$ cat config.mk
export PLATFORM = sky130hd
export DESIGN_NAME = suma_ctrl
export DESIGN_NICKNAME = d
export VERILOG_FILES = /design/src/rtl/suma_ctrl.sv
export SDC_FILE = /design/constraint.sdc
export NUM_CORES = 1
export LEC_CHECK = 0
export CAP_MARGIN = 25
export CORE_UTILIZATION = 49
export DETAILED_ROUTE_END_ITERATION = 6
export GPL_ROUTABILITY_DRIVEN = 0
export PLACE_DENSITY = 0.73
export SETUP_SLACK_MARGIN = 0.02
export SLEW_MARGIN = 20
export SYNTH_ARGS = -nofsm -noshare
export SYNTH_HDL_FRONTEND = slang
export SYNTH_SLANG_ARGS = --single-unit
$ cat constraint.sdc
create_clock -name clk_pi -period 4.8 [get_ports clk_pi]
set_input_delay 0.96 -clock clk_pi [delete_from_list [all_inputs] [get_ports clk_pi]]
set_output_delay 0.96 -clock clk_pi [all_outputs]
set_load 0.02 [all_outputs]
$ cat src/rtl/suma_ctrl.sv
// Button-driven saturating accumulator controller: debounced press -> add -> BCD conversion handshake.
// Presses arriving while busy are held in a one-deep pending slot; extras are dropped.
module suma_ctrl #(
    parameter int unsigned DEBOUNCE_CYCLES = 270000,
    parameter int unsigned MAX_VALUE       = 9999,
    parameter int unsigned CONV_TIMEOUT    = 64
) (
    input  logic        clk_pi,
    input  logic        rst_pi,
    input  logic [3:0]  dipswitch,
    input  logic        suma_btn,
    input  logic        bcd_done_pi,
    output logic [15:0] acc_po,
    output logic        bcd_start_po,
    output logic [15:0] bcd_bin_po,
    output logic        busy_po,
    output logic        ovf_po,
    output logic        conv_err_po
);
    localparam int DB_W = $clog2(DEBOUNCE_CYCLES + 1);
    localparam int TO_W = $clog2(CONV_TIMEOUT + 1);
    localparam logic [16:0] MAX17 = 17'(MAX_VALUE);

    typedef enum logic [1:0] {IDLE, ADD, CONV_START, CONV_WAIT} state_t;

    logic            sync1_q, sync2_q, deb_q, press_q;
    logic [DB_W-1:0] db_cnt_q;

    state_t          state_q;
    logic [3:0]      op_q, pend_op_q;
    logic            pend_q;
    logic [TO_W-1:0] to_cnt_q;
    logic [15:0]     acc_q, bin_q;
    logic            start_q, busy_q, ovf_q, err_q;
    logic [16:0]     sum_d, sat_d;

    // Debounced level flips only after DEBOUNCE_CYCLES consecutive disagreeing samples.
    always_ff @(posedge clk_pi) begin
        if (!rst_pi) begin
            sync1_q  <= 1'b0;
            sync2_q  <= 1'b0;
            deb_q    <= 1'b0;
            press_q  <= 1'b0;
            db_cnt_q <= '0;
        end else begin
            sync1_q <= suma_btn;
            sync2_q <= sync1_q;
            press_q <= 1'b0;
            if (sync2_q == deb_q) begin
                db_cnt_q <= '0;
            end else if (db_cnt_q == DB_W'(DEBOUNCE_CYCLES - 1)) begin
                db_cnt_q <= '0;
                deb_q    <= sync2_q;
                press_q  <= sync2_q;
            end else begin
                db_cnt_q <= db_cnt_q + DB_W'(1);
            end
        end
    end

    assign sum_d = {1'b0, acc_q} + {13'd0, op_q};
    assign sat_d = (sum_d > MAX17) ? MAX17 : sum_d;

    always_ff @(posedge clk_pi) begin
        if (!rst_pi) begin
            state_q   <= IDLE;
            op_q      <= '0;
            pend_op_q <= '0;
            pend_q    <= 1'b0;
            to_cnt_q  <= '0;
            acc_q     <= '0;
            bin_q     <= '0;
            start_q   <= 1'b0;
            busy_q    <= 1'b0;
            ovf_q     <= 1'b0;
            err_q     <= 1'b0;
        end else begin
            start_q <= 1'b0;
            if (press_q && state_q != IDLE && !pend_q) begin
                pend_q    <= 1'b1;
                pend_op_q <= dipswitch;
            end
            case (state_q)
                IDLE: begin
                    // A queued press wins; a fresh press in the same cycle is dropped.
                    if (pend_q) begin
                        op_q    <= pend_op_q;
                        pend_q  <= 1'b0;
                        state_q <= ADD;
                        busy_q  <= 1'b1;
                    end else if (press_q) begin
                        op_q    <= dipswitch;
                        state_q <= ADD;
                        busy_q  <= 1'b1;
                    end
                end
                ADD: begin
                    acc_q   <= sat_d[15:0];
                    bin_q   <= sat_d[15:0];
                    start_q <= 1'b1;
                    if (sum_d > MAX17) ovf_q <= 1'b1;
                    state_q <= CONV_START;
                end
                CONV_START: begin
                    to_cnt_q <= '0;
                    state_q  <= CONV_WAIT;
                end
                CONV_WAIT: begin
                    if (bcd_done_pi) begin
                        state_q <= IDLE;
                        busy_q  <= 1'b0;
                    end else if (to_cnt_q == TO_W'(CONV_TIMEOUT - 1)) begin
                        state_q <= IDLE;
                        busy_q  <= 1'b0;
                        err_q   <= 1'b1;
                    end else begin
                        to_cnt_q <= to_cnt_q + TO_W'(1);
                    end
                end
                default: begin
                    state_q <= IDLE;
                    busy_q  <= 1'b0;
                end
            endcase
        end
    end

    assign acc_po       = acc_q;
    assign bcd_start_po = start_q;
    assign bcd_bin_po   = bin_q;
    assign busy_po      = busy_q;
    assign ovf_po       = ovf_q;
    assign conv_err_po  = err_q;
endmodule

==> results.yml, run 1 <==
sta:
  setup-tns-final_ps: 0
  slew_headroom_pct: 48.37
  finalCriticalPeriod_ps: 2870
  max_freq_mhz: 348.4
  hold_viol_final: 0
  period_share_pct: 59.80
  worst_pin_slew_ps: 769.7
  worst_slack_ps: 1930
  finClkSkew_ps: 6.072
  whs_ps: 440.1
  rsz0062_at_grt: "false"
  finalMaxSlewViolations: 0
  setup_viol_count_final: 0
setup_path:
  crit_path_start_kind: "flip-flop"
  path_buf_inv: 0
  critPathMaxFanout: 9
  arrival_ps: 3100
  crit_required_ps: 5020
  critPathTopFamily: "compound AO/OA/AOI/OAI gates"
  cp_slowest_stage_delay_ps: 440
  crit_chain: "ha_1, fa_1, a211oi_1, nor3_1, a211o_1, a32oi_4, o211ai_4, o31a_1"
  cp-end-kind: "flip-flop"
  critPathSlowestCell: "fa_1"
  criticalPathCategory: "flip-flop to flip-flop"
floorplan:
  core_area_um2: 5991
  start_util_pct: 51.65
  die_h_um: 81.47
  die_x_um: 81.47
  io_pins: 44
  dieArea_um2: 6637
  row_count: 28
clock_tree:
  clk_pin_slew_ps: 60
  cts_tree: "built"
  cts_resized: 0
  clkSinkCount: 61
  numCtsBuffers: 9
  post_cts_buffers: 0
  clk_latency_ps: 330
  cts_hold_buf: 0
  ctsHtreeMaxLevel: 3
  cts.path.max_buffers: 2
  cts_root_buffer: "clkbuf_8"
layout:
  instances_no_fill: 450
  antenna_cells: 0
  nNetsFinal: 390
  drive_above_1_share_pct: 6.133
  syn2layout_area_growth_pct: 18.44
global_route:
  antenna_found_initial: 0
  grt-ovfl-total: 0
  grt_max_degree: 28
  grt_pass1_wl_um: 10060
  grt_pass1_vias: 2192
  track_usage_pct: 19.99
pwr:
  p_leak_nw: 1.326
  ir_drop_mv: 0.1909
  powerDensity_nw_per_um2: 333.6
synth:
  synth-edff-count: 0
  ys_seq_area_share_pct: 39.47
  synthCells: 345
  synth_nets: 364
  ys_ff_latch: 61
  synth_top_area_share_pct: 39.47
  synth.area.top_cells: "dfxtp_1, nor2_1, xor2_1, buf_4, ha_1"
  syn-cell-area_um2: 3094
  yosys_warnings: 0
  synth_most_common_cell: "dfxtp_1"
  synth_commonest_cells: "dfxtp_1, nor2_1, xor2_1"
  synthArstFlopShare_pct: 0
  synthDistinctLibCells: 53
  avgSynthCellArea_um2: 8.969
  synth_ff_type: "dfxtp_1"
  yosysTopAreaCell: "dfxtp_1"
run_status:
  outcome: "complete, no violations"
placement:
  place_inst: 435
  dp_hpwl_um: 4392
  port_buffers: 43
  dp_slack_ps: 1815
routing:
  wl_um: 6214
  wl_per_cell_um: 13.81
  postRouteAntennaNets: 0
  vias: 2483
  routed_via_density: 5.518
  drt_iter0_drc: 165
  drcViolationCount: 0
  first_pass_iters: 4
flow_run:
  cap_viol_max_count: 0
hold_path:
  hp-class: "flip-flop to flip-flop"
## final cells by class
class / instances / area [µm²]
clock buffers: 12 / 155.1
clock inverters: 3 / 68.82
fillers: 512 / 2326
inverters: 10 / 37.54
multi-input cells: 246 / 1658
flip-flops and latches: 61 / 1221
well taps: 75 / 93.84
repair buffers: 43 / 430.4
## worst register-to-register path: stages, from the launching register on
cell and delay (ps):
dfxtp_1 340, ha_1 240, fa_1 440, a211oi_1 410, nor3_1 150, a211o_1 360, a32oi_4 320, o211ai_4 200
o31a_1 310
## sequential cells by signal, indices dropped and copies added (netlist names), 2 cells and up
name,count
db_cnt_q,19
bcd_bin_po,16
to_cnt_q,7
op_q,4
pend_op_q,4
state_q,2
## stage by stage
stage / area (µm²) / power (mW) / utilization, %
2_1_floorplan: 3094 / 0.6649 / -
3_3_place_gp: 3441 / 0.7171 / 57.44
3_5_place_dp: 3441 / 0.7199 / 57.44
4_1_cts: 3665 / 1.231 / 61.17
5_1_grt: 3665 / 1.274 / 61.17
6_report: 3665 / 1.223 / 61.17
## path summary, 6_finish.rpt
kind	depth (start not counted)	start	slack [ps]	endpoint
hold / removal	1	sync1_q$_SDFF_PN0_	440	sync2_q$_SDFF_PN0_
hold reg to reg	1	sync1_q$_SDFF_PN0_	440	sync2_q$_SDFF_PN0_
setup reg to reg	8	bcd_bin_po[0]$_SDFFE_PN0P_	1930	bcd_bin_po[3]$_SDFFE_PN0P_
setup / recovery	8	bcd_bin_po[0]$_SDFFE_PN0P_	1930	bcd_bin_po[3]$_SDFFE_PN0P_
## kinds of logic after synthesis
group | synth area share, %
buf+inv | 6.955
fa+ha+maj | 4.691
xor+xnor | 8.775
flops | 39.47
simple gates | 22.77
compound gates | 13.79
mux | 3.559
## cells in the final DEF (no fill, tap or decap), types with 2 or more instances in the layout
cell             instances
dfxtp_1                 61
nor2_1                  53
clkdlybuf4s50_1         43
xor2_1                  20
nand3_1                 18
and3_1                  15
nor3_1                  12
a21oi_1                 12
xnor2_1                 11
mux2i_1                 11
a211oi_1                11
clkbuf_8                11
ha_1                    10
inv_1                    9
nand2_1                  9
nand4_1                  8
o21ai_0                  8
nand2b_1                 4
nor2b_1                  3
a21o_1                   3
o31a_1                   3
nor3b_1                  2
and2_1                   2
a41oi_1                  2
a211o_1                  2
or2_2                    2
a22oi_1                  2
o211ai_1                 2
bufinv_16                2
## metal layers
layer	part of all wire (%)	GRT usage, %	vias up
met5	0	0	-
met4	0.95	9.286	0
met3	4.8	4.333	7
met2	46	30.67	55
met1	48	26.68	1153
li1	-	-	1268
## power by group
part	total (mW)	internal, mW	switching [mW]
Sequential	0.537	0.522	0.0156
Clock	0.513	0.319	0.194
Combinational	0.172	0.0739	0.0980
Note: power is estimated with default switching activity, not from simulation.
==> inputs of run 2 (changes only) <==
Settings changed: PLACE_DENSITY 0.73 to 0.76.
Clock period 4.8 ns to 2.57 ns, I/O delays scaled along.
==> run 2 against run 1 <==
  * Power up 81%
  * Critical path depth unchanged
  * Maximum frequency up 16%
  * Largest cell class unchanged
  * Highest routed layer unchanged
==> results.yml, run 2 (synthesis results as in run 1) <==
run_status:
  outcome: "complete, no violations"
layout:
  drive_above_1_share_pct: 14.54
  n_fill_cell: 483
  ff_latch_area_um2: 1227
  largest_reg_flops: 19
  layout_commonest_cell: "dfxtp_1"
  nNetsFinal: 406
  finish.instance_area_um2: 3879
  antenna_cells: 0
  syn2layout_area_growth_pct: 25.35
  final_cell_mix: "dfxtp_1, nor2_1, clkdlybuf4s50_1, xor2_1, nand3_1"
  top_register: "db_cnt_q"
  multi_input_area_um2: 1779
pwr:
  p_leak_nw: 1.403
  power.share.clock_pct: 38.2
  pwr-share-comb_pct: 16.2
  p_seq_share_pct: 45.6
  powerDensity_nw_per_um2: 570.0
  sw_frac_of_total_pct: 28.06
  ir_drop_mv: 0.4352
  p_sw_uw: 620.3
  intPower_mw: 1.591
floorplan:
  io_pins: 44
  start_util_pct: 51.65
  dieArea_um2: 6637
  die_x_um: 81.47
  core_area_um2: 5991
  die_h_um: 81.47
  row_count: 28
routing:
  met3_length_um: 305
  postRouteAntennaNets: 0
  routed_via_density: 5.597
  vias: 2614
  wl_met1_um: 3021
  drcViolationCount: 0
  drt_iter0_drc: 153
  wl_met2_um: 3127
  wl_per_cell_um: 14.09
  top_layer: "met4"
  first_pass_iters: 4
  wl_um: 6581
hold_path:
  hold_end: "sync2_q$_SDFF_PN0_"
  hp-class: "flip-flop to flip-flop"
  hp-start: "sync1_q$_SDFF_PN0_"
  hold_depth: 1
flow_run:
  cap_viol_max_count: 0
global_route:
  antenna_found_initial: 0
  grt_pass1_wl_um: 10560
  grt-ovfl-total: 0
  track_usage_pct: 20.70
  grt_max_degree: 20
  grt_pass1_vias: 2314
setup_path:
  crit_path_start_kind: "flip-flop"
  arrival_ps: 2700
  critPathMaxFanout: 5
  ff2ff_setup_slack_ps: 90
  worstReg2RegStart: "op_q[0]$_SDFFE_PN0P_"
  criticalPathCategory: "flip-flop to flip-flop"
  r2r_cells: 8
  cp-end-kind: "flip-flop"
  worstReg2RegEnd: "bcd_bin_po[3]$_SDFFE_PN0P_"
  crit_required_ps: 2790
clock_tree:
  cts_tree: "built"
  cts_root_buffer: "clkbuf_8"
  clk_pin_slew_ps: 70
  ctsHtreeMaxLevel: 3
  numCtsBuffers: 9
  clkSinkCount: 61
  clk_latency_ps: 340
  cts.path.max_buffers: 2
placement:
  port_buffers: 43
  dpl-instance-area_um2: 3551
  dp_hpwl_um: 4506
sta:
  rsz0062_at_grt: "true"
  finClkSkew_ps: 9.238
  hold_viol_final: 0
  period_share_pct: 96.62
  finalCriticalPeriod_ps: 2483
  max_freq_mhz: 402.7
  setup-tns-final_ps: 0
  slew_headroom_pct: 50.31
  setup_viol_count_final: 0
  finalMaxSlewViolations: 0
  worst_pin_slew_ps: 743.7
run 2: worst max path at each step:
stage                                  to  depth (start not counted)                       start
6_report       bcd_bin_po[3]$_SDFFE_PN0P_                          8        op_q[0]$_SDFFE_PN0P_
5_1_grt        bcd_bin_po[3]$_SDFFE_PN0P_                          8  bcd_bin_po[0]$_SDFFE_PN0P_
4_1_cts        bcd_bin_po[3]$_SDFFE_PN0P_                          7  bcd_bin_po[3]$_SDFFE_PN0P_
3_5_place_dp   bcd_bin_po[3]$_SDFFE_PN0P_                          7  bcd_bin_po[3]$_SDFFE_PN0P_
3_3_place_gp   bcd_bin_po[3]$_SDFFE_PN0P_                          8  bcd_bin_po[0]$_SDFFE_PN0P_
2_1_floorplan  bcd_bin_po[3]$_SDFFE_PN0P_                          8  bcd_bin_po[0]$_SDFFE_PN0P_
run 2: final cells by class:
cell class	instances	share of cell area, %
multi-input cells	247	45.87
flip-flops and latches	61	31.65
repair buffers	58	14.00
clock buffers	9	3.194
well taps	75	2.419
clock inverters	7	1.903
inverters	10	0.9677
run 2: critical path: stages, from the launching register on:
cell and delay [ps]:
dfxtp_2 340, ha_4 160, fa_2 400, a211oi_2 280, nor3_1 110, a211o_1 350, a32oi_4 260, o211ai_4 170
o31a_1 300
run 2: repair_timing:
| item | in CTS | in global routing |
|---|---|---|
| gates cloned | 0 | 1 |
| resized for setup | 2 | 18 |
| hold buffers | 0 | 0 |
| buffers inserted | 0 | 2 |
| pin swaps | 0 | 4 |
| endpoints found under the setup margin | 3 | 10 |
run 2: routing by layer:
metal | GRT usage (%) | up-vias
met5 | 0 | -
met4 | 7.321 | 0
met3 | 5.333 | 14
met2 | 32.83 | 80
met1 | 27.07 | 1229
li1 | - | 1291
run 2: through the flow:
step	hold slack [ps]	cells	util [%]	setup WS, ps	total power, mW
floorplan	411.9	345	-	21.69	1.243
global placement	423.7	448	59.27	55.35	1.357
detailed placement	421.7	448	59.27	29.58	1.365
CTS	438.1	464	62.64	43.24	2.216
global route	453.3	467	64.75	20.37	2.308
finish	435.8	467	64.75	86.89	2.211
run 2: power groups by stage:
stage	clock network (mW)	logic [mW]	registers (mW)
6_report	0.844	0.358	1.01
5_1_grt	0.907	0.387	1.01
4_1_cts	0.868	0.347	1.00
3_5_place_dp	0	0.343	1.02
3_3_place_gp	0	0.336	1.02
2_1_floorplan	0	0.195	1.05
